## config.mk

```make
export PLATFORM = sky130hd
export DESIGN_NAME = vga_sync_decoder
export DESIGN_NICKNAME = d
export VERILOG_FILES = /design/src/rtl/vga_sync_decoder.sv
export SDC_FILE = /design/constraint.sdc
export NUM_CORES = 1
export LEC_CHECK = 0
export CAP_MARGIN = 30
export CELL_PAD_IN_SITES_DETAIL_PLACEMENT = 1
export CELL_PAD_IN_SITES_GLOBAL_PLACEMENT = 1
export CORE_UTILIZATION = 45
export CTS_BUF_LIST = sky130_fd_sc_hd__clkbuf_8
export DETAILED_ROUTE_END_ITERATION = 6
export PLACE_DENSITY = 0.83
export RECOVER_POWER = 50
export SETUP_SLACK_MARGIN = 0.3
export SYNTH_ARGS = -nofsm -noshare
export SYNTH_HDL_FRONTEND = slang
export SYNTH_SLANG_ARGS = --single-unit
```

## constraint.sdc

```tcl
create_clock -name Clk -period 4.8 [get_ports Clk]
set_clock_uncertainty 0.2 [all_clocks]
set_input_delay 1.44 -clock Clk [delete_from_list [all_inputs] [get_ports Clk]]
set_output_delay 1.44 -clock Clk [all_outputs]
set_load 0.01 [all_outputs]
```

## src/rtl/vga_sync_decoder.sv

```systemverilog
// ---------------------------------------------------------------------------
// vga_sync_decoder
//
// Recovers pixel coordinates from an incoming VGA-style sync stream and
// verifies that its timing matches the expected H_TOTAL x V_TOTAL raster.
// Inputs are sampled only on pix_en cycles; every output is registered.
//
// Parameters
//   H_TOTAL     : pixel periods per line
//   V_TOTAL     : lines per frame
//   LOCK_FRAMES : consecutive good frames required before declaring lock
//
// Ports
//   Clk         : system clock (only clock)
//   Reset       : synchronous, active-high reset
//   pix_en      : pixel-rate enable; hs, vs and blank are sampled when high
//   hs, vs      : horizontal / vertical sync, active low
//   blank       : 1 = visible pixel, 0 = blanking
//   DrawX/DrawY : column / row of the current visible pixel (1 cycle latency)
//   active      : registered copy of the last sampled blank
//   locked      : timing verified against H_TOTAL / V_TOTAL
//   frame_start : one-cycle pulse on a correct vs fall while locked
//   line_err    : one-cycle pulse on a bad line length while locked
//   frame_err   : one-cycle pulse on a bad frame length while locked
//   err_count   : saturating count of line_err + frame_err events
// ---------------------------------------------------------------------------
module vga_sync_decoder #(
    parameter int H_TOTAL     = 800,
    parameter int V_TOTAL     = 525,
    parameter int LOCK_FRAMES = 2
) (
    input  logic        Clk,
    input  logic        Reset,
    input  logic        pix_en,
    input  logic        hs,
    input  logic        vs,
    input  logic        blank,
    output logic [10:0] DrawX,
    output logic [10:0] DrawY,
    output logic        active,
    output logic        locked,
    output logic        frame_start,
    output logic        line_err,
    output logic        frame_err,
    output logic [7:0]  err_count
);

    typedef enum logic [1:0] {
        ST_SEARCH  = 2'd0,
        ST_MEASURE = 2'd1,
        ST_LOCKED  = 2'd2
    } state_t;

    localparam logic [11:0] LP_H_TOTAL = H_TOTAL[11:0];
    localparam logic [9:0]  LP_V_TOTAL = V_TOTAL[9:0];
    localparam logic [7:0]  LP_LOCK    = LOCK_FRAMES[7:0];

    // Saturating increment helpers
    function automatic logic [10:0] sat_inc11(input logic [10:0] v);
        return (v == 11'h7FF) ? v : v + 11'd1;
    endfunction

    function automatic logic [9:0] sat_inc10(input logic [9:0] v);
        return (v == 10'h3FF) ? v : v + 10'd1;
    endfunction

    function automatic logic [7:0] sat_inc8(input logic [7:0] v);
        return (v == 8'hFF) ? v : v + 8'd1;
    endfunction

    // Sample history (hs/vs preset high so reset never creates a fall)
    logic        r_hs_d;
    logic        r_vs_d;
    logic        r_active;
    logic [10:0] r_hcnt;
    logic [9:0]  r_vcnt;
    logic [10:0] r_draw_x;
    logic [10:0] r_draw_y;

    // Lock tracking state
    state_t      r_state;
    logic [7:0]  r_good;
    logic        r_line_valid;
    logic        r_frame_bad;
    logic        r_locked;
    logic        r_frame_start;
    logic        r_line_err;
    logic        r_frame_err;
    logic [7:0]  r_err_count;

    // Combinational next values
    state_t      w_state_nxt;
    logic [7:0]  w_good_nxt;
    logic        w_line_valid_nxt;
    logic        w_frame_bad_nxt;
    logic        w_locked_nxt;
    logic        w_fs_nxt;
    logic        w_le_nxt;
    logic        w_fe_nxt;
    logic [7:0]  w_err_count_nxt;

    logic        w_hs_fall;
    logic        w_vs_fall;
    logic        w_blank_rise;
    logic        w_blank_fall;
    logic [11:0] w_line_len;
    logic        w_line_bad;
    logic        w_line_chk_bad;
    logic [9:0]  w_vcnt_inc;
    logic        w_frame_len_bad;
    logic        w_bad_now;
    logic [7:0]  w_good_inc;

    assign w_hs_fall    = pix_en & r_hs_d & ~hs;
    assign w_vs_fall    = pix_en & r_vs_d & ~vs;
    assign w_blank_rise = pix_en & ~r_active & blank;
    assign w_blank_fall = pix_en & r_active & ~blank;

    // A saturated counter can never represent a legal length.
    assign w_line_len      = {1'b0, r_hcnt} + 12'd1;
    assign w_line_bad      = (r_hcnt == 11'h7FF) | (w_line_len != LP_H_TOTAL);
    assign w_line_chk_bad  = w_hs_fall & r_line_valid & w_line_bad;

    // The line ending in this sample is counted before the frame is judged,
    // so a simultaneous hs/vs fall still yields the full line count.
    assign w_vcnt_inc      = w_hs_fall ? sat_inc10(r_vcnt) : r_vcnt;
    assign w_frame_len_bad = (w_vcnt_inc == 10'h3FF) | (w_vcnt_inc != LP_V_TOTAL);
    assign w_bad_now       = r_frame_bad | w_line_chk_bad;
    assign w_good_inc      = r_good + 8'd1;

    // Lock state machine: next state, lock bookkeeping and pulse generation
    always_comb begin
        w_state_nxt      = r_state;
        w_good_nxt       = r_good;
        w_line_valid_nxt = r_line_valid;
        w_frame_bad_nxt  = r_frame_bad;
        w_locked_nxt     = r_locked;
        w_fs_nxt         = 1'b0;
        w_le_nxt         = 1'b0;
        w_fe_nxt         = 1'b0;
        case (r_state)
            ST_SEARCH: begin
                if (w_vs_fall) begin
                    w_state_nxt      = ST_MEASURE;
                    w_good_nxt       = 8'd0;
                    w_line_valid_nxt = 1'b0;
                    w_frame_bad_nxt  = 1'b0;
                    w_locked_nxt     = 1'b0;
                end else begin
                    w_state_nxt = ST_SEARCH;
                end
            end
            ST_MEASURE: begin
                // The first line after SEARCH is partial and never judged.
                if (w_hs_fall) begin
                    w_line_valid_nxt = 1'b1;
                end else begin
                    w_line_valid_nxt = r_line_valid;
                end
                if (w_vs_fall) begin
                    w_frame_bad_nxt = 1'b0;
                    if (!w_bad_now && !w_frame_len_bad) begin
                        w_good_nxt = w_good_inc;
                        if (w_good_inc >= LP_LOCK) begin
                            w_state_nxt  = ST_LOCKED;
                            w_locked_nxt = 1'b1;
                        end else begin
                            w_state_nxt = ST_MEASURE;
                        end
                    end else begin
                        w_good_nxt = 8'd0;
                    end
                end else begin
                    w_frame_bad_nxt = w_bad_now;
                end
            end
            ST_LOCKED: begin
                if (w_line_chk_bad) begin
                    // The broken frame must not count towards relock unless
                    // it ends in this very sample.
                    w_le_nxt         = 1'b1;
                    w_state_nxt      = ST_MEASURE;
                    w_good_nxt       = 8'd0;
                    w_locked_nxt     = 1'b0;
                    w_line_valid_nxt = 1'b1;
                    w_frame_bad_nxt  = ~w_vs_fall;
                end else if (w_vs_fall) begin
                    if (w_frame_len_bad) begin
                        w_fe_nxt        = 1'b1;
                        w_state_nxt     = ST_MEASURE;
                        w_good_nxt      = 8'd0;
                        w_locked_nxt    = 1'b0;
                        w_frame_bad_nxt = 1'b0;
                    end else begin
                        w_fs_nxt = 1'b1;
                    end
                end else begin
                    w_state_nxt = ST_LOCKED;
                end
            end
            default: begin
                w_state_nxt      = ST_SEARCH;
                w_good_nxt       = 8'd0;
                w_line_valid_nxt = 1'b0;
                w_frame_bad_nxt  = 1'b0;
                w_locked_nxt     = 1'b0;
            end
        endcase
    end

    // Error counter saturates instead of wrapping
    always_comb begin
        if (w_le_nxt || w_fe_nxt) begin
            w_err_count_nxt = sat_inc8(r_err_count);
        end else begin
            w_err_count_nxt = r_err_count;
        end
    end

    // Sample history, raster counters and pixel coordinates
    always_ff @(posedge Clk) begin
        if (Reset) begin
            r_hs_d   <= 1'b1;
            r_vs_d   <= 1'b1;
            r_active <= 1'b0;
            r_hcnt   <= 11'd0;
            r_vcnt   <= 10'd0;
            r_draw_x <= 11'd0;
            r_draw_y <= 11'd0;
        end else if (pix_en) begin
            r_hs_d   <= hs;
            r_vs_d   <= vs;
            r_active <= blank;
            r_hcnt   <= w_hs_fall ? 11'd0 : sat_inc11(r_hcnt);
            r_vcnt   <= w_vs_fall ? 10'd0 : w_vcnt_inc;
            if (w_blank_rise) begin
                r_draw_x <= 11'd0;
            end else if (blank && r_active) begin
                r_draw_x <= r_draw_x + 11'd1;
            end else begin
                r_draw_x <= r_draw_x;
            end
            if (w_vs_fall) begin
                r_draw_y <= 11'd0;
            end else if (w_blank_fall) begin
                r_draw_y <= r_draw_y + 11'd1;
            end else begin
                r_draw_y <= r_draw_y;
            end
        end else begin
            r_hs_d   <= r_hs_d;
            r_vs_d   <= r_vs_d;
            r_active <= r_active;
            r_hcnt   <= r_hcnt;
            r_vcnt   <= r_vcnt;
            r_draw_x <= r_draw_x;
            r_draw_y <= r_draw_y;
        end
    end

    // Lock state, status flags and one-cycle pulses
    always_ff @(posedge Clk) begin
        if (Reset) begin
            r_state       <= ST_SEARCH;
            r_good        <= 8'd0;
            r_line_valid  <= 1'b0;
            r_frame_bad   <= 1'b0;
            r_locked      <= 1'b0;
            r_frame_start <= 1'b0;
            r_line_err    <= 1'b0;
            r_frame_err   <= 1'b0;
            r_err_count   <= 8'd0;
        end else begin
            r_state       <= w_state_nxt;
            r_good        <= w_good_nxt;
            r_line_valid  <= w_line_valid_nxt;
            r_frame_bad   <= w_frame_bad_nxt;
            r_locked      <= w_locked_nxt;
            r_frame_start <= w_fs_nxt;
            r_line_err    <= w_le_nxt;
            r_frame_err   <= w_fe_nxt;
            r_err_count   <= w_err_count_nxt;
        end
    end

    assign DrawX       = r_draw_x;
    assign DrawY       = r_draw_y;
    assign active      = r_active;
    assign locked      = r_locked;
    assign frame_start = r_frame_start;
    assign line_err    = r_line_err;
    assign frame_err   = r_frame_err;
    assign err_count   = r_err_count;

endmodule

```

==> reports/metrics.csv <==
metric;value;unit
Initial DRC Count;107;
Max Slew Vio Count;0;
Die W;94.5;um
die area;8930;um2
Worst Hold Class;register to register;
# diodes;0;
first-pass GRT wire length;16600;um
final period utilization;90.4;%
Netlist cell types;71;
CTS Root Cell;clkbuf_8;
max-cap violation count;0;
CP endpoint kind;register;
Vias;3552;
Setup Fix Bufs, Post-CTS;0;
Hold-fix buffers, CTS;0;
area leader, netlist;dfxtp_1;
Core ar.;8260;um2
Reg area;1400;um2
mean routed wirelength per cell;16.5;um
RSZ-0062 raised after global routing;no;
layout cell share with drive strength beyond 1;7.00;%
VDD IR max;0.000120;V
H-tree levels;3;
critical path class;input port to register;
final setup violation count;0;
initial antenna violation count;0;
global route overflow;0;
Worst setup SP type;input port;
synthesized cell area;3850;um2
PortBufs;40;
largest net degree at the start of global routing;21;
Clock transition at path regs;0.07;ns
routed wire length;9990;um
P per Cell Area;238;nW/um2
Synth Net Count;481;
Avg Inst Size Synth;8.32;um2
Clock Latency Late Sink;0.35;ns
Slew headroom;54.6;%
Layout Utilization;54.2;%
status;complete, no violations;
most common cell after layout, fill and taps aside;dfxtp_1;
die height;94.5;um
Peak Freq;230;MHz
Warnings, synthesis;0;
FILL cells;1004;
Slew @ Worst Pin;0.680;ns
clock period minus worst slack;4.34;ns
Synth Instances;463;
Seq cells post-synth;70;
CP max FO;13;
sequential fraction of the synthesis area;36.4;%
Multi-input gate area;2300;um2
Post-synth EDFFs;0;
PostCTS Resize Cnt;0;
Final Instance Count excl. Fillers;605;
Boundary Pins;41;
Final Hold Fails;0;
setup TNS;0;ns
Global Route Usage Sum;23.7;%
clock tree buffer depth;2;
nets@finish;517;
asr flop ratio synth;0;%
prevailing post-synth register cell;dfxtp_1;
vias in the first global route;3467;
placed cells;593;
Routability Congestion;0.813;
layout overhead on the synthesized area;16.2;%
DR vias/cell;5.87;
Critical Path RT;4.87;ns
DR pass1 iterations;4;
top post-synthesis cells by area;dfxtp_1 (36%), nand2_1 (4.8%), nor2_1 (4.2%), ha_1 (3.9%), a21oi_1 (3.6%);
CTS tree;built;
most frequent cells in the layout;dfxtp_1 (70), nand2_1 (49), nor2_1 (43);
post-route antenna net violation count;0;
Critical Path AT;4.41;ns
CTS Buf Count;9;
Static Leakage;1.68;nW
initial core utilization;46.6;%
DR DRC count;0;
Sink Count;70;
Synth top area share;36.4;%
row cnt;33;
DP HPWL;7270;um
==> state kept, by name (all words and copies together), names as in the netlist, 2 cells and up <==
signal     count
DrawX         11
DrawY         11
err_count      8
r_good         8
r_hcnt        11
r_state        2
r_vcnt        10
==> kinds of logic (layout without fill, tap and decap cells) <==
family                     after synthesis  count (layout)  synth area share [%]
xor gates and xnor gates                22              22                  5.00
and+or+nand+nor                        214             214                  30.3
adders and majority gates               12              12                  3.90
DFF                                     70              70                  36.4
buffers and inverters                   36              73                  3.83
AOI/OAI and AO/OA                       93              93                  16.2
muxes                                   16              16                  4.29
==> layout make-up <==
cell class                      instances  share of cell area, %
Multi-Input combinational cell        357                   51.4
Inverter                               15                   1.26
Sequential cell                        70                   31.3
Clock inverter                          2                  0.280
Tap cell                              105                   2.94
Timing Repair Buffer                   46                   9.70
Clock buffer                           10                   3.08
==> where the power goes <==
part | switching (W) | internal (W) | total, W
Sequential | 0.00000734 | 0.000585 | 0.000592
Combinational | 0.0000432 | 0.0000238 | 0.0000671
Clock | 0.000216 | 0.000189 | 0.000405
Total | 0.000267 | 0.000798 | 0.00106
==> metal layers <==
layer | track usage, % | part of all wire, %
met5 | 0 | 0
met4 | 7.20 | 1.2
met3 | 5.15 | 3.0
met2 | 40.9 | 49
met1 | 29.3 | 47
==> final timing paths <==
kind,startpoint,endpoint,slack [ns],cells past startpoint
worst max-delay path,pix_en,r_good[7],0.46,8
worst min-delay path,r_frame_bad,r_frame_bad,0.29,2
worst max register to register,r_vcnt[0],r_good[7],1.40,8
worst min register to register,r_frame_bad,r_frame_bad,0.29,2
==> critical path, stage by stage <==
cell,delay [ns]
clkdlybuf4s50_1,0.60
clkbuf_1,0.52
nand4b_1,0.28
a311o_1,0.38
and3_1,0.27
a2bb2oi_1,0.53
nand2_2,0.17
o211ai_1,0.21
==> per-stage QoR <==
| stage | total power, W | area [um2] | worst slack [ns] | hold slack, ns |
|---|---|---|---|---|
| after floorplan | 0.000651 | 3850 | 1.06 | 0.242 |
| after CTS | 0.00108 | 4490 | 0.627 | 0.290 |
| after global routing | 0.00111 | 4480 | 0.219 | 0.324 |
| after global placement | 0.000672 | 4340 | 0.446 | 0.254 |
| after detailed placement | 0.000675 | 4340 | 0.285 | 0.273 |
| final | 0.00106 | 4480 | 0.459 | 0.288 |
==> synthesized netlist by cell type (all sizes together), types with 4 or more instances <==
master and n:
nand4 12, and2 7, xnor2 6, nor4 8, mux2i 12, nand2 50
o21ai 19, buf 7, clkbuf 14, nand3 25, a32oi 5, nand2b 4
nand3b 5, nor2 43, o211ai 4, nor2b 7, inv 14, mux2 4
and3 15, nor3 13, a21oi 29, or3 9, ha 12, xor2 16
a211oi 7, dfxtp 70
(Power assumes the default switching activity.)
==> RTL change 1 (same flow settings) <==
Encoding of `state_t`: now one-hot (3 bits for 3 states).
--- a/src/rtl/vga_sync_decoder.sv
+++ b/src/rtl/vga_sync_decoder.sv
@@ -46,8 +46,8 @@
 );
 
-    typedef enum logic [1:0] {
-        ST_SEARCH  = 2'd0,
-        ST_MEASURE = 2'd1,
-        ST_LOCKED  = 2'd2
+    typedef enum logic [2:0] {
+        ST_SEARCH  = 3'b001,
+        ST_MEASURE = 3'b010,
+        ST_LOCKED  = 3'b100
     } state_t;
 
Function: same outputs for any inputs over 4 cycles, from zero or initial values and one cycle with Reset high; so few cycles prove little.
==> RTL change 1 against the original RTL <==
  * The run now ends with capacitance limit, slew limit left
  * Final cell count down 3.6%
  * Synthesized area shrank 1.9%
  * Final area increased by 0.39%
  * Sequential cell count is 1 higher
  * First-iteration DRC count shrank 21%
  * Die area fell by 1.9%
  * Largest cell class unchanged
  * Power grew 19%
  * Setup slack better by 0.25 ns
  * Wire length is 4.7% lower
  * Register-to-register slack better by 0.15 ns
  * Count of clock-buffer cells in the layout unchanged
==> RTL change 1: results (changes against the original RTL) <==
metric,value,unit,change
status,finished with violations,,was finished clean
failing checks,"capacitance limit, slew limit",,
initial antenna violation count,0,,unchanged
Most used DFF post-synth,dfxtp_1,,unchanged
maxcap violations,1,,was 0
layout cells sized above 1,8.787,%,was 7.000%
fin nets,488,,was 517
crit path from,pix_en,,unchanged
hold depth,2,,unchanged
DRT Wirelength,9522,microns,was 9994 microns
multi-input logic area,2251,sq um,was 2302 sq um
Synth Area in Compound Gates,16.46,%,was 16.24%
Synth cell types,74,,was 71
r2r startpoint,r_hcnt[0],,was r_vcnt[0]
critical path arrival,4.12,ns,was 4.41 ns
first-pass GRT wire length,16060,microns,"was 16,550 microns"
"Reg clk slew, reported paths",0.07,ns,about the same
Slew @ Worst Pin,1.628,ns,was 0.6800 ns
clock root buffer,clkbuf_8,,unchanged
post-synthesis mux area share,2.584,%,was 4.288%
Synth Net Count,450,,was 481
number of H-tree levels,3,,unchanged
static leakage,0.001695,uW,was 0.001681 uW
r2r endpoint,r_state[1],,was r_good[7]
gpl congestion,0.7826,,was 0.8127
reg2reg path depth,9,,was 8
n_diodes,0,,unchanged
largest family of logic cells by synthesized area,simple AND/OR/NAND/NOR gates,,unchanged
top post-synthesis cells by area,"dfxtp_1 38%, nor2_1 6.3%, xor2_1 3.9%, nand2_1 3.5%, a21oi_1 2.8%",,"was dfxtp_1 36%, nand2_1 4.8%, nor2_1 4.2%, ha_1 3.9%, a21oi_1 3.6%"
Num CTS Buffers,9,,unchanged
Post-Synth XOR/XNOR Area,6.028,%,was 5.003%
Syn Inst Count,436,,was 463
"top cells by count, synth","71 x dfxtp_1, 63 x nor2_1, 35 x nand2_1, 21 x a21oi_1, 21 x nand3_1",,"was 70 x dfxtp_1, 49 x nand2_1, 43 x nor2_1, 28 x a21oi_1, 23 x nand3_1"
largest net degree at the start of global routing,36,,was 21
fin. max-slew vios,36,,was 0
wire per inst,16.33,microns,was 16.52 microns
hold_sp,DrawX[10],,was r_frame_bad
Adder-Cell Fraction of Synth Area,2.650,%,was 3.899%
HP Class,reg -> reg,,unchanged
R2R Setup Slk,1.55,ns,was 1.40 ns
Critical Path Sink,r_good[4],,was r_good[7]
VDD IR max,0.0001103,V,was 0.0001202 V
vias in the first global route,3386,,"was 3,467"
placed instance area,4257,sq um,was 4337 sq um
placed wire-length estimate,6822,microns,was 7271 microns
sequential element share of the synthesized area,37.63,%,was 36.39%
YS warnings,0,,unchanged
router iterations before antenna repair,5,,was 4
DRT iter0 DRCs,85,,was 107
Fill cells,967,,"was 1,004"
"Max FO, Critical Path",7,,was 13
Total GRT Usage,23.38,%,was 23.66%
Vias/cell,5.714,,was 5.871
placed cell count,568,,was 593
[RTL change 1: final cells by class]
class	count	share of cell area, %
clock buffer	10	3.063
clock inverter	5	2.367
inverter	8	0.6683
multi-input combinational	341	50.10
sequential	71	31.63
tap	105	2.924
timing repair buffer	43	9.245
[RTL change 1: critical path: stages]
cell           delay [ns]
dlygate4sd3_1        0.66
nand3b_4             0.15
nor4_4               0.37
xnor2_1              0.13
a21oi_2              0.25
o21ai_2              0.16
a221oi_4             0.49
nor2_2               0.11
a211o_1              0.36
[RTL change 1: metal layers]
layer  up-vias  track usage, %  wire length (microns)  share of wire, %
li1       1648               -                      -                 -
met1      1622           28.61                   4385                46
met2        50           41.05                   4759                50
met3        11           3.089                    251               2.6
met4         0           9.744                    125               1.3
met5         -               0                      0                 0
[RTL change 1: metrics by stage]
step / total power [uW] / setup WS [ns]
2_1_floorplan: 668.0 / 1.232
3_3_place_gp: 689.3 / 0.5726
3_5_place_dp: 692.1 / 0.4583
4_1_cts: 1280 / 0.8282
5_1_grt: 1312 / 0.5377
6_report: 1266 / 0.7111
[RTL change 1: how the worst min path moves through the flow]
stage | to | slack (ns)
after floorplan | r_hcnt[10] | 0.25
after global placement | DrawX[10] | 0.27
after detailed placement | DrawX[10] | 0.29
after CTS | DrawY[10] | 0.30
after global routing | DrawX[10] | 0.33
final | DrawX[10] | 0.30
[RTL change 1: where the power goes]
| part | switching [uW] | leakage, uW | internal, uW |
|---|---|---|---|
| sequential | 9.05 | 0.000574 | 595 |
| clock | 232 | 0.000119 | 357 |
| combinational | 45.7 | 0.00100 | 27.4 |
| total | 287 | 0.00170 | 980 |
==> RTL change 2 (same settings) <==
Without the edit above. `V_TOTAL`: 525 -> 262.
--- a/src/rtl/vga_sync_decoder.sv
+++ b/src/rtl/vga_sync_decoder.sv
@@ -27,5 +27,5 @@
 module vga_sync_decoder #(
     parameter int H_TOTAL     = 800,
-    parameter int V_TOTAL     = 525,
+    parameter int V_TOTAL     = 262,
     parameter int LOCK_FRAMES = 2
 ) (
Behaviour: no difference found for any inputs over 4 cycles, from zero or initial values and one cycle with Reset high; that may be too few to reach the edited logic, so the function may still have changed.
==> RTL change 2 against the original RTL <==
  * Synthesized area down 0.71%
  * Setup slack improved by 0.14 ns
  * Sequential power barely moved
  * Hold slack improved by 0.013 ns
  * Highest routed layer unchanged
  * Critical endpoint is now r_state[1]
  * Critical path type unchanged
  * Largest power group unchanged
  * Power increased by 4.6%
  * Wire length decreased by 3.4%
  * Final area shrank 0.56%
  * First-iteration DRC count decreased by 33%
  * Sequential cell count is the same
  * Critical path depth grew 1
  * Register-to-register slack better by 0.29 ns
==> RTL change 2: results (changes against the original RTL) <==
metric,value,unit,change
sequential element share of the synthesized area,36.65,%,was 36.39%
post-cts sizing count,0,,unchanged
Slew @ Worst Pin,1.040,ns,was 0.6800 ns
router iterations before antenna repair,4,,unchanged
vias in the first global route,3546,,"was 3,467"
HP Class,reg -> reg,,unchanged
Total GRT Usage,23.56,%,was 23.66%
VDD IR max,0.0001789,V,was 0.0001202 V
"Reg clk slew, reported paths",0.07,ns,about the same
via count,3446,,"was 3,552"
clock latency on the worst-skew pair,0.35,ns,about the same
number of H-tree levels,3,,unchanged
fin. max-slew vios,0,,unchanged
static leakage,0.001715,uW,was 0.001681 uW
IO buf count,40,,unchanged
top post-synthesis cells by area,"dfxtp_1 37%, nand2_1 5.5%, nor2_1 5.3%, xor2_1 4.4%, ha_1 3.9%",,"was dfxtp_1 36%, nand2_1 4.8%, nor2_1 4.2%, ha_1 3.9%, a21oi_1 3.6%"
Synth Net Count,480,,was 481
placed instance area,4273,sq um,was 4337 sq um
placed wire-length estimate,7056,microns,was 7271 microns
status,finished clean,,unchanged
Most used DFF post-synth,dfxtp_1,,unchanged
YS warnings,0,,unchanged
Async SR Flop Fraction,0,%,unchanged
clock root buffer,clkbuf_8,,unchanged
layout cells sized above 1,8.893,%,was 7.000%
Clock Path Buffers,2,,unchanged
fin nets,519,,was 517
maxcap violations,0,,unchanged
"top cells by count, synth","70 x dfxtp_1, 56 x nand2_1, 54 x nor2_1, 26 x nand3_1, 23 x a21oi_1",,"was 70 x dfxtp_1, 49 x nand2_1, 43 x nor2_1, 28 x a21oi_1, 23 x nand3_1"
critical path arrival,4.27,ns,was 4.41 ns
initial antenna violation count,0,,unchanged
largest net degree at the start of global routing,22,,was 21
n_diodes,0,,unchanged
DRT iter0 DRCs,72,,was 107
Num CTS Buffers,9,,unchanged
Fill cells,1017,,"was 1,004"
"Max FO, Critical Path",13,,unchanged
Synth cell types,65,,was 71
first-pass GRT wire length,16660,microns,"was 16,550 microns"
post-CTS setup buffer count,0,,unchanged
pre-CTS setup slack,0.3452,ns,was 0.2854 ns
DRT Wirelength,9653,microns,was 9994 microns
gpl congestion,0.8595,,was 0.8127
## RTL change 2: cell count changes after synthesis, sizes merged, moves of 4 or more
| cell | delta |
|---|---|
| nor2b | -4 |
| xnor2 | +5 |
| a31oi | +6 |
| nor2 | +11 |
| nand2 | +7 |
| a21oi | -4 |
| a32oi | -5 |
| nand2b | -4 |
| clkbuf | -4 |
| o21ai | +13 |
| and3 | -4 |
| and2 | -4 |
## RTL change 2: critical path: stages
cell and delay, ns:
dlygate4sd3_1 0.61, and3b_1 0.42, nand3_1 0.15, o21ai_1 0.25
nand2_1 0.08, or4_4 0.65, nor4_1 0.27, o22a_2 0.21
mux2i_1 0.19
## RTL change 2: worst paths after layout
| path | cells past startpoint | to | from | slack [ns] |
|---|---|---|---|---|
| worst min register to register | 2 | DrawX[1] | DrawX[1] | 0.30 |
| worst min-delay path | 2 | DrawX[1] | DrawX[1] | 0.30 |
| worst max register to register | 9 | r_state[1] | r_vcnt[0] | 1.69 |
| worst max-delay path | 9 | r_state[1] | pix_en | 0.60 |
## RTL change 2: metrics by stage
step	std cells	utilization (%)	hold WS [ns]
3_5_place_dp	595	52.00	0.2849
3_3_place_gp	594	51.91	0.2530
2_1_floorplan	462	-	0.2408
6_report	611	54.16	0.3007
5_1_grt	611	54.16	0.3361
4_1_cts	611	54.21	0.3026
## RTL change 2: area by class of cell
class / count / area (sq um) / area share (%)
Timing Repair Buffer: 45 / 434.2 / 9.755
Tap cell: 105 / 131.4 / 2.952
Clock buffer: 9 / 123.9 / 2.783
Sequential cell: 70 / 1401 / 31.49
Inverter: 16 / 60.06 / 1.349
Multi-Input combinational cell: 359 / 2242 / 50.38
Clock inverter: 7 / 57.56 / 1.293
## RTL change 2: per-layer routing
layer / GRT usage, % / up-vias / wire length [microns]
li1: - / 1718 / -
met1: 28.02 / 1670 / 4376
met2: 41.55 / 38 / 4902
met3: 4.531 / 20 / 225
met4: 8.718 / 0 / 149
met5: 0 / - / 0
## RTL change 2: kinds of logic after synthesis
logic type	synth area share (%)
fa+ha+maj	3.927
flops	36.65
simple gates	29.45
mux	2.912
buf+inv	4.712
xor+xnor	6.872
compound gates	15.48
## RTL change 2: power breakdown
part	total [uW]	switching [uW]	internal, uW	leakage (uW)
clock network	452	220	233	0.000105
logic	68.3	42.3	26.0	0.00104
registers	592	6.41	586	0.000565
total	1110	268	845	0.00171
